===== src/rtl/viterbi_decoder_p.sv =====
// Hard-decision rate-1/2 Viterbi decoder: one ACS step per cycle over a latched frame,
// then a one-step-per-cycle traceback, with saturating path metrics.

module viterbi_acs_unit #(
  parameter int           K        = 3,
  parameter logic [K-1:0] G0       = 3'b111,
  parameter logic [K-1:0] G1       = 3'b101,
  parameter int           METRIC_W = 8,
  parameter int           STATE    = 0
) (
  input  logic [1:0]          sym_i,
  input  logic [METRIC_W-1:0] pm0_i,
  input  logic [METRIC_W-1:0] pm1_i,
  output logic [METRIC_W-1:0] pm_o,
  output logic                dec_o
);
  // Encoder register for the branch into STATE: {new state, oldest bit of predecessor}.
  localparam logic [K-1:0] R0 = K'(STATE << 1);
  localparam logic [K-1:0] R1 = K'((STATE << 1) | 1);
  localparam logic [1:0]   E0 = {^(R0 & G0), ^(R0 & G1)};
  localparam logic [1:0]   E1 = {^(R1 & G0), ^(R1 & G1)};

  logic [METRIC_W-1:0] c0, c1;

  function automatic logic [METRIC_W-1:0] sat_add(input logic [METRIC_W-1:0] a,
                                                  input logic [1:0] e, input logic [1:0] r);
    logic [METRIC_W:0] s;
    s = {1'b0, a} + (METRIC_W+1)'(e[1] ^ r[1]) + (METRIC_W+1)'(e[0] ^ r[0]);
    return s[METRIC_W] ? '1 : s[METRIC_W-1:0];
  endfunction

  always_comb begin
    c0    = sat_add(pm0_i, E0, sym_i);
    c1    = sat_add(pm1_i, E1, sym_i);
    // Ties go to the predecessor whose discarded bit is 0.
    dec_o = (c1 < c0);
    pm_o  = dec_o ? c1 : c0;
  end
endmodule

module viterbi_decoder_p #(
  parameter int           N_BITS    = 7,
  parameter int           K         = 3,
  parameter logic [K-1:0] G0        = 3'b111,
  parameter logic [K-1:0] G1        = 3'b101,
  parameter int           METRIC_W  = 8,
  parameter bit           TAIL_ZERO = 1'b0
) (
  input  logic                clk_i,
  input  logic                reset_i,
  input  logic                start_i,
  input  logic [2*N_BITS-1:0] dat_i,
  output logic                busy_o,
  output logic                done_o,
  output logic [N_BITS-1:0]   out_o,
  output logic [METRIC_W-1:0] metric_o
);
  localparam int SW = K - 1;
  localparam int NS = 1 << SW;
  localparam int CW = $clog2(N_BITS);

  typedef enum logic [1:0] {IDLE, ACS, TRACE, DONE} state_e;

  state_e                      state_q, state_d;
  logic [CW-1:0]               cnt_q, cnt_d;
  logic [2*N_BITS-1:0]         dat_q, dat_d;
  logic [NS-1:0][METRIC_W-1:0] pm_q, pm_d, pm_acs;
  logic [NS-1:0]               dec_acs;
  logic [N_BITS-1:0][NS-1:0]   surv_q, surv_d;
  logic [SW-1:0]               tb_q, tb_d, best;
  logic [METRIC_W-1:0]         smet_q, smet_d;
  logic [N_BITS-1:0]           bits_q, bits_d;
  logic [N_BITS-1:0]           out_q, out_d;
  logic [METRIC_W-1:0]         metric_q, metric_d;

  // Predecessors of state s are (2s mod NS) and that plus one.
  for (genvar s = 0; s < NS; s++) begin : g_acs
    viterbi_acs_unit #(
      .K(K), .G0(G0), .G1(G1), .METRIC_W(METRIC_W), .STATE(s)
    ) u_acs (
      .sym_i (dat_q[2*N_BITS-1 -: 2]),
      .pm0_i (pm_q[(2*s) % NS]),
      .pm1_i (pm_q[(2*s) % NS + 1]),
      .pm_o  (pm_acs[s]),
      .dec_o (dec_acs[s])
    );
  end

  always_comb begin
    int bi;
    bi = 0;
    for (int s = 1; s < NS; s++)
      if (pm_acs[s] < pm_acs[bi]) bi = s;
    best = SW'(bi);
  end

  always_comb begin
    state_d  = state_q;
    cnt_d    = cnt_q;
    dat_d    = dat_q;
    pm_d     = pm_q;
    surv_d   = surv_q;
    tb_d     = tb_q;
    smet_d   = smet_q;
    bits_d   = bits_q;
    out_d    = out_q;
    metric_d = metric_q;
    case (state_q)
      IDLE: if (start_i) begin
        state_d = ACS;
        dat_d   = dat_i;
        cnt_d   = '0;
        for (int s = 0; s < NS; s++) pm_d[s] = (s == 0) ? '0 : '1;
      end
      ACS: begin
        pm_d          = pm_acs;
        surv_d[cnt_q] = dec_acs;
        dat_d         = dat_q << 2;
        if (cnt_q == CW'(N_BITS-1)) begin
          // Counter stays at the last step, which is where traceback begins.
          state_d = TRACE;
          tb_d    = TAIL_ZERO ? '0 : best;
          smet_d  = TAIL_ZERO ? pm_acs[0] : pm_acs[best];
        end else begin
          cnt_d = cnt_q + 1'b1;
        end
      end
      TRACE: begin
        bits_d[CW'(N_BITS-1) - cnt_q] = tb_q[SW-1];
        tb_d = {tb_q[SW-2:0], surv_q[cnt_q][tb_q]};
        if (cnt_q == '0) begin
          state_d  = DONE;
          out_d    = bits_d;
          metric_d = smet_q;
        end else begin
          cnt_d = cnt_q - 1'b1;
        end
      end
      DONE:    state_d = IDLE;
      default: state_d = IDLE;
    endcase
  end

  always_ff @(posedge clk_i) begin
    if (reset_i) begin
      state_q  <= IDLE;
      out_q    <= '0;
      metric_q <= '0;
    end else begin
      state_q  <= state_d;
      out_q    <= out_d;
      metric_q <= metric_d;
    end
  end

  // Datapath is fully reloaded on acceptance, so it carries no reset.
  always_ff @(posedge clk_i) begin
    cnt_q  <= cnt_d;
    dat_q  <= dat_d;
    pm_q   <= pm_d;
    surv_q <= surv_d;
    tb_q   <= tb_d;
    smet_q <= smet_d;
    bits_q <= bits_d;
  end

  assign busy_o   = (state_q != IDLE);
  assign done_o   = (state_q == DONE);
  assign out_o    = out_q;
  assign metric_o = metric_q;
endmodule

===== config.mk =====
export PLATFORM = sky130hd
export DESIGN_NAME = viterbi_decoder_p
export DESIGN_NICKNAME = d
export VERILOG_FILES = /design/src/rtl/viterbi_decoder_p.sv
export SDC_FILE = /design/constraint.sdc
export NUM_CORES = 1
export LEC_CHECK = 0
export ABC_CLOCK_PERIOD_IN_PS = 11300
export BUFFER_PORTS_ARGS = -buffer_cell sky130_fd_sc_hd__buf_4
export CORE_ASPECT_RATIO = 0.8
export CORE_UTILIZATION = 35
export DETAILED_ROUTE_END_ITERATION = 10
export GPL_ROUTABILITY_DRIVEN = 0
export GPL_TIMING_DRIVEN = 0
export PLACE_DENSITY = 0.53
export SETUP_SLACK_MARGIN = 0.3
export SYNTH_ARGS = -nofsm -noshare
export SYNTH_HDL_FRONTEND = slang
export SYNTH_HIERARCHICAL = 1
export SYNTH_SLANG_ARGS = --single-unit

===== constraint.sdc =====
create_clock -name clk_i -period 11.3 [get_ports clk_i]
set_input_delay 2.26 -clock clk_i [delete_from_list [all_inputs] [get_ports clk_i]]
set_output_delay 2.26 -clock clk_i [all_outputs]
set_load 0.01 [all_outputs]

==> results by group <==
Place
  • Area post-placement: 9060 um2
  • DP Cell Count: 1174
  • Port bufs: 32
  • DP Wirelength: 16.1 mm

Worst setup path
  • Critical Path AT: 9920 ps
  • CP max FO: 10
  • Endpoint class of the critical path: register
  • Startpoint types: register
  • Worst R2R End: smet_q[3]
  • Cells on worst reg2reg path: 33
  • CP Class: reg -> reg
  • Worst path slowest cell: edfxtp_1
  • FF-to-FF setup slack: 1490 ps
  • Max stage delay on crit path: 810 ps
  • Most frequent CP cell: ha_1
  • CP Data Required Time: 11400 ps
  • Reg-to-reg startpoint: dat_q[12]

Timing
  • Slew @ Worst Pin: 1190 ps
  • Final setup violation count: 0
  • Fin crit share: 86.8%
  • Endpoints failing hold: 0
  • Max Fclk: 0.102 GHz
  • Crit path time final: 9810 ps
  • Slew headroom: 18.3%
  • Max-slew violation count: 0
  • Fin Setup TNS: 0 ps
  • Clk_skew: 10.7 ps
  • RSZ-0062 raised after global routing: false

Global route
  • Total GRT Usage: 17.5%
  • First-pass GRT wire length: 33.0 mm
  • Grt ovf: 0
  • Pin count of the biggest net entering global routing: 47
  • Initial antenna violation count: 0
  • Vias in the first global route: 5905

Final layout
  • Area grow syn2layout: 11.0%
  • Layout Nets: 963
  • Final core utilization: 39.8%
  • Diode count: 0
  • Post-route cell area: 9360 um2
  • Filler instances: 2361
  • Share of cells above drive strength 1: 14.7%
  • Non-Filler Instances: 1190

Run
  • Max Cap Violations: 0

Drt
  • Final WL: 20.9 mm
  • Antenna viol nets, final: 0
  • DRC: 0
  • Vias per inst: 5.22
  • Via count: 6210
  • First-pass iteration count of the detailed router: 5
  • 1st-iter DRT viols: 414
  • Routed length per placed instance: 17.5 um

Logic synthesis
  • Dominant synthesized flop cell: edfxtp_1
  • Top-count cell post-synth: edfxtp_1
  • Top cells by count, synth: 94 x edfxtp_1, 79 x nand2_1, 73 x inv_1, 64 x ha_1, 60 x nor2_1
  • Synth cell types: 68
  • Post-Syn Nets: 920
  • Synthesized area per cell: 10.2 um2
  • Synthesized cell area: 8430 um2
  • Post-synth EDFFs: 94
  • Sequential area share after synthesis: 37.5%
  • Warnings, synthesis: 6
  • Mapped Cells: 830
  • Synth top area share: 33.5%
  • Flops & latches, synth: 111
  • Cell taking the most area after synthesis: edfxtp_1
  • Async SR Flop Fraction: 0%
  • Largest cells by area after synthesis: edfxtp_1 33%, ha_1 9.5%, mux2i_1 5.0%, dfxtp_1 4.0%, mux2_2 4.0%

Clock tree
  • Post-CTS Setup Repair Bufs: 0
  • TritonCTS buffer count: 9
  • CTS tree: built
  • Max clock buf depth: 2
  • H-tree levels: 3
  • TritonCTS Sinks: 111
  • CTS clk-pin slew, worst paths: 80 ps
  • Clk root buf: clkbuf_16
  • CTS Hold Bufs: 0
  • Post-CTS Resized: 0
  • Insertion delay of the later-clocked pin in the worst-skew pair: 370 ps

Die
  • Ports: 34
  • Initial Utilization: 35.9%
  • Die Span Y: 141 um
  • Die width: 176 um
  • Die area: 24700 um2
  • Std cell rows: 50
  • Area of the core: 23500 um2

Run status
  • Status: complete, no violations

Worst hold path
  • Endpoint, Worst Hold: metric_o[4]
  • Worst Hold Class: reg -> reg
  • Hold Path Stages: 2
  • HP Start: metric_o[4]
placed cells by master, fill, tap and decap left out, types with 19 or more instances in the layout:
| master | count |
|---|---|
| a21oi_1 | 31 |
| buf_4 | 32 |
| edfxtp_1 | 94 |
| ha_1 | 64 |
| inv_1 | 73 |
| mux2_2 | 30 |
| mux2i_1 | 42 |
| nand2_1 | 79 |
| nand2b_1 | 36 |
| nand3_1 | 23 |
| nor2_1 | 60 |
| o211ai_1 | 19 |
area by class of cell:
cell class	count	area [um2]	share of cell area, %
buffer	25	124	1.32
clock buffer	9	225	2.41
sequential	111	3160	33.8
tap	312	390	4.17
clock inverter	7	72.6	0.775
timing repair buffer	32	240	2.57
multi-input combinational	621	4870	52.0
inverter	73	274	2.93
registers in the layout (all words and copies together) (netlist names):
signal and cells:
surv_q 28, state_q 2, cnt_q 3, metric_o 8, out_o 7, pm_q 32
tb_q 2, bits_q 7, dat_q 14, smet_q 8
cell families after synthesis:
group	count (synthesis)	share of synthesized area, %
adder cells (fa/ha/maj)	73	11.6
AO/OA/AOI/OAI	136	12.4
XOR/XNOR	24	2.49
flip-flops	111	37.5
AND/OR/NAND/NOR	300	19.1
multiplexers	88	12.2
buffers and inverters	98	4.72
how the worst max path moves through the flow:
stage,start,endpoint,cells past startpoint
floorplan,dat_q[12],smet_q[1],34
global placement,dat_q[12],smet_q[3],33
detailed placement,dat_q[12],smet_q[3],33
CTS,dat_q[12],smet_q[3],33
global route,dat_q[12],tb_q[1],33
finish,dat_q[12],smet_q[3],33
critical path: cells and delay by family (launching register included):
kind | cells | cell delay, ps
compound gates | 10 | 3260
fa+ha+maj | 6 | 1850
buf+inv | 6 | 720
flops | 1 | 810
mux | 4 | 1250
simple gates | 7 | 1630
layer usage:
layer | up-vias | GRT usage [%] | part of all wire, %
met5 | - | 0 | 0
met2 | 124 | 24.5 | 40
met4 | 0 | 3.84 | 0.95
met3 | 17 | 3.16 | 4.6
met1 | 2960 | 27.2 | 54
li1 | 3109 | - | -
metrics by stage:
| step | worst slack (ps) | hold slack [ps] |
|---|---|---|
| after floorplan | 3450 | 471 |
| after CTS | 1550 | 465 |
| after detailed placement | 1600 | 454 |
| after global routing | 758 | 480 |
| final | 1490 | 465 |
| after global placement | 1650 | 449 |
Power is left out: the tool's default activity adds up to more than one toggle a clock period on the data nets, which glitch-free logic cannot reach.
